[src/rtl/prime_power_sequencer_pkg.sv]
`default_nettype none
// ============================================================================
// Module   : prime_power_sequencer_pkg
// Brief    : Shared widths and state encoding for the prime-power sequencer.
// Revision : 1.0
// ============================================================================
package prime_power_sequencer_pkg;

  localparam int PPS_BOUND_W = 16;
  localparam int PPS_IDX_W   = 13;
  localparam int PPS_PRIME_W = 9;

  typedef enum logic [2:0] {
    S_IDLE      = 3'd0,
    S_WAIT_LIST = 3'd1,
    S_ADDR      = 3'd2,
    S_RD1       = 3'd3,
    S_RD2       = 3'd4,
    S_POWER     = 3'd5,
    S_EMIT      = 3'd6,
    S_FINISH    = 3'd7
  } pps_state_t;

endpackage
`default_nettype wire

[src/rtl/prime_power_sequencer.sv]
`default_nettype none
// ============================================================================
// Module   : prime_power_sequencer
// Brief    : Walks a prime table and emits the largest power p^e <= B per prime.
// Revision : 1.0
// ============================================================================
module prime_power_sequencer
  import prime_power_sequencer_pkg::*;
#(
  parameter int BOUND_W = PPS_BOUND_W,
  parameter int IDX_W   = PPS_IDX_W,
  parameter int PRIME_W = PPS_PRIME_W
) (
  input  logic               clk,
  input  logic               rst,
  input  logic               start,
  input  logic [BOUND_W-1:0] bound,
  input  logic               list_ready,
  output logic [IDX_W-1:0]   list_index,
  input  logic [PRIME_W-1:0] list_data,
  output logic               pp_valid,
  input  logic               pp_ready,
  output logic [BOUND_W-1:0] pp_data,
  output logic [PRIME_W-1:0] pp_prime,
  output logic               busy,
  output logic               done
);

  localparam int PROD_W = BOUND_W + PRIME_W;
  localparam logic [IDX_W-1:0] IDX_ONE = {{(IDX_W-1){1'b0}}, 1'b1};

  pps_state_t         state;
  logic [BOUND_W-1:0] b_reg;
  logic [BOUND_W-1:0] acc;
  logic [PRIME_W-1:0] p_reg;

  logic [PROD_W-1:0] product;
  logic [PROD_W-1:0] b_ext;
  logic [PROD_W-1:0] data_ext;

  // Full-width product so the bound compare never sees a wrapped value.
  assign product  = {{PRIME_W{1'b0}}, acc} * {{BOUND_W{1'b0}}, p_reg};
  assign b_ext    = {{PRIME_W{1'b0}}, b_reg};
  assign data_ext = {{BOUND_W{1'b0}}, list_data};

  always_ff @(posedge clk) begin
    if (rst) begin
      state      <= S_IDLE;
      b_reg      <= '0;
      acc        <= '0;
      p_reg      <= '0;
      list_index <= '0;
      pp_valid   <= 1'b0;
      pp_data    <= '0;
      pp_prime   <= '0;
      busy       <= 1'b0;
      done       <= 1'b0;
    end else begin
      done <= 1'b0;
      case (state)
        S_IDLE: begin
          if (start) begin
            b_reg      <= bound;
            list_index <= IDX_ONE;
            busy       <= 1'b1;
            if (bound[BOUND_W-1:1] == '0) begin
              state <= S_FINISH;
              done  <= 1'b1;
            end else begin
              state <= S_WAIT_LIST;
            end
          end
        end
        S_WAIT_LIST: if (list_ready) state <= S_ADDR;
        S_ADDR:      state <= S_RD1;
        S_RD1:       state <= S_RD2;
        S_RD2: begin
          p_reg <= list_data;
          if (list_data == '0 || data_ext > b_ext) begin
            state <= S_FINISH;
            done  <= 1'b1;
          end else begin
            acc   <= data_ext[BOUND_W-1:0];
            state <= S_POWER;
          end
        end
        S_POWER: begin
          if (product <= b_ext) begin
            acc <= product[BOUND_W-1:0];
          end else begin
            pp_valid <= 1'b1;
            pp_data  <= acc;
            pp_prime <= p_reg;
            state    <= S_EMIT;
          end
        end
        S_EMIT: begin
          if (pp_ready) begin
            pp_valid <= 1'b0;
            if (&list_index) begin
              state <= S_FINISH;
              done  <= 1'b1;
            end else begin
              list_index <= list_index + IDX_ONE;
              state      <= S_ADDR;
            end
          end
        end
        S_FINISH: begin
          busy  <= 1'b0;
          state <= S_IDLE;
        end
        default: state <= S_IDLE;
      endcase
    end
  end

endmodule
`default_nettype wire

[config.mk]
export PLATFORM = sky130hd
export DESIGN_NAME = prime_power_sequencer
export DESIGN_NICKNAME = d
export VERILOG_FILES = /design/src/rtl/prime_power_sequencer_pkg.sv /design/src/rtl/prime_power_sequencer.sv
export SDC_FILE = /design/constraint.sdc
export NUM_CORES = 1
export LEC_CHECK = 0
export ABC_AREA = 1
export CORE_AREA = 2 2 211 130
export DETAILED_ROUTE_END_ITERATION = 8
export DIE_AREA = 0 0 213 132
export GPL_TIMING_DRIVEN = 0
export REMOVE_ABC_BUFFERS = 1
export SYNTH_ARGS = -nofsm -noshare
export SYNTH_HDL_FRONTEND = slang
export SYNTH_SLANG_ARGS = --single-unit
[constraint.sdc]
create_clock -name clk -period 6.15 [get_ports clk]
set_input_delay 1.845 -clock clk [delete_from_list [all_inputs] [get_ports clk]]
set_output_delay 1.845 -clock clk [all_outputs]
set_load 0.02 [all_outputs]
==> results.py <==
metrics = {
    "synthesis": {
        "synth_seq_cells": 85,
        "synth.top_cell.area_share": 0.214,
        "yosys.cell_types.count": 37,
        "synth_seq_area_share": 0.183,
        "netlist_instances": 1384,
        "post_synth_main_area_contributors": "fa_1, dfxtp_1, nand2_1",
        "syn_avg_cell_area_um2": 6.70,
        "yosys_warnings": 0,
        "post_syn_area_um2": 9280,
        "synth_largest_area_cell": "fa_1",
    },
    "power_and_ir_drop": {
        "power.net_switching_uw": 1740,
        "ir_drop_v": 0.000136,
        "clock_power_share": 0.164,
        "sequentialPowerShare": 0.284,
        "internal_power_uw": 1840,
        "power-per-cell-area_nw_per_um2": 326,
        "swShare": 0.486,
        "power_frac_comb": 0.553,
        "p_leak_uw": 0.00592,
        "total_power_uw": 3590,
    },
    "cells_and_area": {
        "layout-drive-gt1-share": 0.0752,
        "regArea_um2": 1780,
        "n_fill_cell": 2741,
        "antenna_cells": 0,
        "area.growth.synth_to_final_pct": 18.5,
        "multiInputGateArea_um2": 6220,
        "finish.net_count": 1644,
        "final_core_util": 0.422,
    },
    "clock_tree": {
        "cts-buffers-inserted": 9,
        "cts_hold_buf": 0,
        "root_buffer": "clkbuf_16",
        "clock_insertion_delay_worst_skew_ns": 0.36,
        "clock-sinks": 85,
        "cts_htree_levels": 3,
        "clock_tree_from_tritoncts": "done",
        "clock_input_transition_at_the_sequential_cells_of_the_worst_setup_and_hold_paths_ns": 0.07,
        "clock_tree.buffer_depth": 2,
    },
    "global_routing": {
        "initial_antenna_violation_count": 0,
        "global_route.overflow_total": 0,
        "total_global_route_track_usage": 0.198,
        "grt_pass1_wl_um": 43200,
        "vias_in_the_first_global_route": 7968,
        "grt_start_max_net_pins": 52,
    },
    "place": {
        "numPortBuffers": 70,
        "estimated_wirelength_of_the_detail_placed_design_um": 19800,
        "place_congestion": 0.889,
    },
    "drt": {
        "route.detailed.drc": 0,
        "mean_number_of_vias_per_cell": 4.65,
        "dr_total_vias": 8419,
        "drtAntennaViolNets": 0,
        "finalWirelength_um": 26800,
        "wire_per_inst_um": 14.8,
        "initialDrtViolationCount": 586,
        "drt_pass1_iterations": 6,
    },
    "floorplan": {
        "floorplan.die.height_um": 132,
        "core_area_um2": 26100,
        "initial_core_util": 0.356,
        "dieArea_um2": 28100,
        "die_w_um": 213,
        "core.rowCount": 46,
        "pin_count": 71,
    },
    "worst_setup_path": {
        "critical_path_required_ns": 6.40,
        "critPathKind": "reg -> reg",
        "ff2ff_path_depth": 27,
        "start_kind": "flip-flop",
        "path_max_fanout": 8,
        "slowest_delay_ns": 0.56,
        "critical_path_arrival_ns": 6.10,
        "crit_path_top_delay_cell": "fa_1",
        "critical_path.endpoint_type": "flip-flop",
    },
    "run": {
        "timing.max_cap.violations": 0,
    },
    "sta": {
        "maxClockFrequency_mhz": 171,
        "finalCriticalPeriod_ns": 5.85,
        "clock-skew-final_ns": 0.0126,
        "slew_headroom": 0.389,
        "worst_pin_slew_ns": 0.915,
        "timing_hold_violations_final": 0,
        "fin_hold_ws_ns": 0.470,
        "setup_viol": 0,
        "timing.final.max_slew_violations": 0,
        "post-route-period-util": 0.952,
    },
    "min_path": {
        "hold_removal_path_class": "reg -> reg",
        "timing.hold.worst_path_depth": 2,
    },
    "outcome": {
        "result_of_the_run": "completed",
    },
}
[worst max-delay path, delay by kind of cell, from the launching register on]
family | cells | cell delay [ns]
fa+ha+maj | 6 | 2.82
simple gates | 12 | 1.44
buf+inv | 7 | 0.77
flops | 1 | 0.43
xor+xnor | 1 | 0.18
compound gates | 1 | 0.08
[metrics by stage]
step	setup slack (ns)	std cells	TNS (ns)	area, µm²
finish	0.298	1809	0	11000
floorplan	0.448	1328	0	9040
CTS	0.0386	1784	0	10700
global route	-0.0399	1809	-0.506	11000
global placement	-1.11	1758	-39.95	10200
detailed placement	-1.14	1759	-39.57	10200
[synth_stat cells]
cell,n
buf_2,6
nand2_2,3
nor3_1,8
nand3b_1,2
a31o_1,1
nand3_2,2
a21oi_1,58
a211oi_1,2
nor2_2,7
nand3_1,41
o21a_1,3
a21o_1,1
and2_1,1
clkbuf_1,44
xnor2_1,5
o22ai_1,1
o31a_1,1
buf_4,2
nor2_1,143
a221oi_1,1
xor2_1,7
buf_1,2
o21bai_1,2
inv_2,1
a31oi_1,1
nand2_1,373
dfxtp_1,85
buf_6,2
o211ai_1,1
o21ai_0,61
nand2_4,1
inv_1,324
fa_1,99
ha_1,71
nor4_1,8
a21oi_2,2
nand4_1,12
[final timing paths]
check             slack (ns)              to            from
setup / recovery        0.30     pp_prime[1]        p_reg[7]
hold / removal          0.47  list_index[12]  list_index[12]
setup reg to reg        0.30     pp_prime[1]        p_reg[7]
hold reg to reg         0.47  list_index[12]  list_index[12]
[cell type report]
cell class                 count  share of cell area
timing repair inverter         2             0.00137
multi-input combinational    920               0.566
clock inverter                 4             0.00512
clock buffer                  12              0.0233
sequential                    85               0.162
inverter                     325               0.111
tap                          360              0.0410
timing repair buffer         101              0.0899
[power groups by stage]
stage	logic (µW)	clock network [µW]	registers (µW)
finish	1980	587	1020
global route	2220	630	1040
CTS	1690	602	1050
detailed placement	1580	0	1040
global placement	1550	0	1040
floorplan	1070	0	936
[per-layer routing]
| metal | up-vias | GRT usage | part of all wire |
|---|---|---|---|
| li1 | 4249 | - | - |
| met1 | 3934 | 0.329 | 0.55 |
| met2 | 223 | 0.263 | 0.38 |
| met3 | 13 | 0.0317 | 0.064 |
| met4 | 0 | 0.0330 | 0.0065 |
| met5 | - | 0 | 0 |
[cells by family (layout without fill, tap and decap cells)]
family	after synthesis	after routing	share of synthesized area
compound gates	135	135	0.0775
xor+xnor	12	12	0.0113
fa+ha+maj	170	170	0.309
buf+inv	381	444	0.157
flops	85	85	0.183
simple gates	601	603	0.261
[cell usage in the layout (no fill, tap or decap), drive strengths merged]
cell,count
nor4,8
a21o,1
fa,99
o31a,1
clkinv,3
bufinv,1
nand3b,2
xnor2,5
a31o,1
clkbuf,13
dfxtp,85
buf,30
a211oi,2
clkdlybuf4s50,70
o22ai,1
nand4,12
o21bai,2
o21ai,61
a31oi,1
nand3,43
xor2,7
clkinvlp,3
nor3,8
o21a,3
and2,1
ha,71
inv,324
a21oi,60
nor2,150
a221oi,1
o211ai,1
nand2,379
[timing repair]
item                                    in CTS  in global routing
endpoints found under the setup margin      44                 43
gates resized for setup                     36                 30
gates cloned                                 3                  1
buffers inserted                             6                 24
pin swaps                                    0                  2
Power figures use the tool's default switching activity.
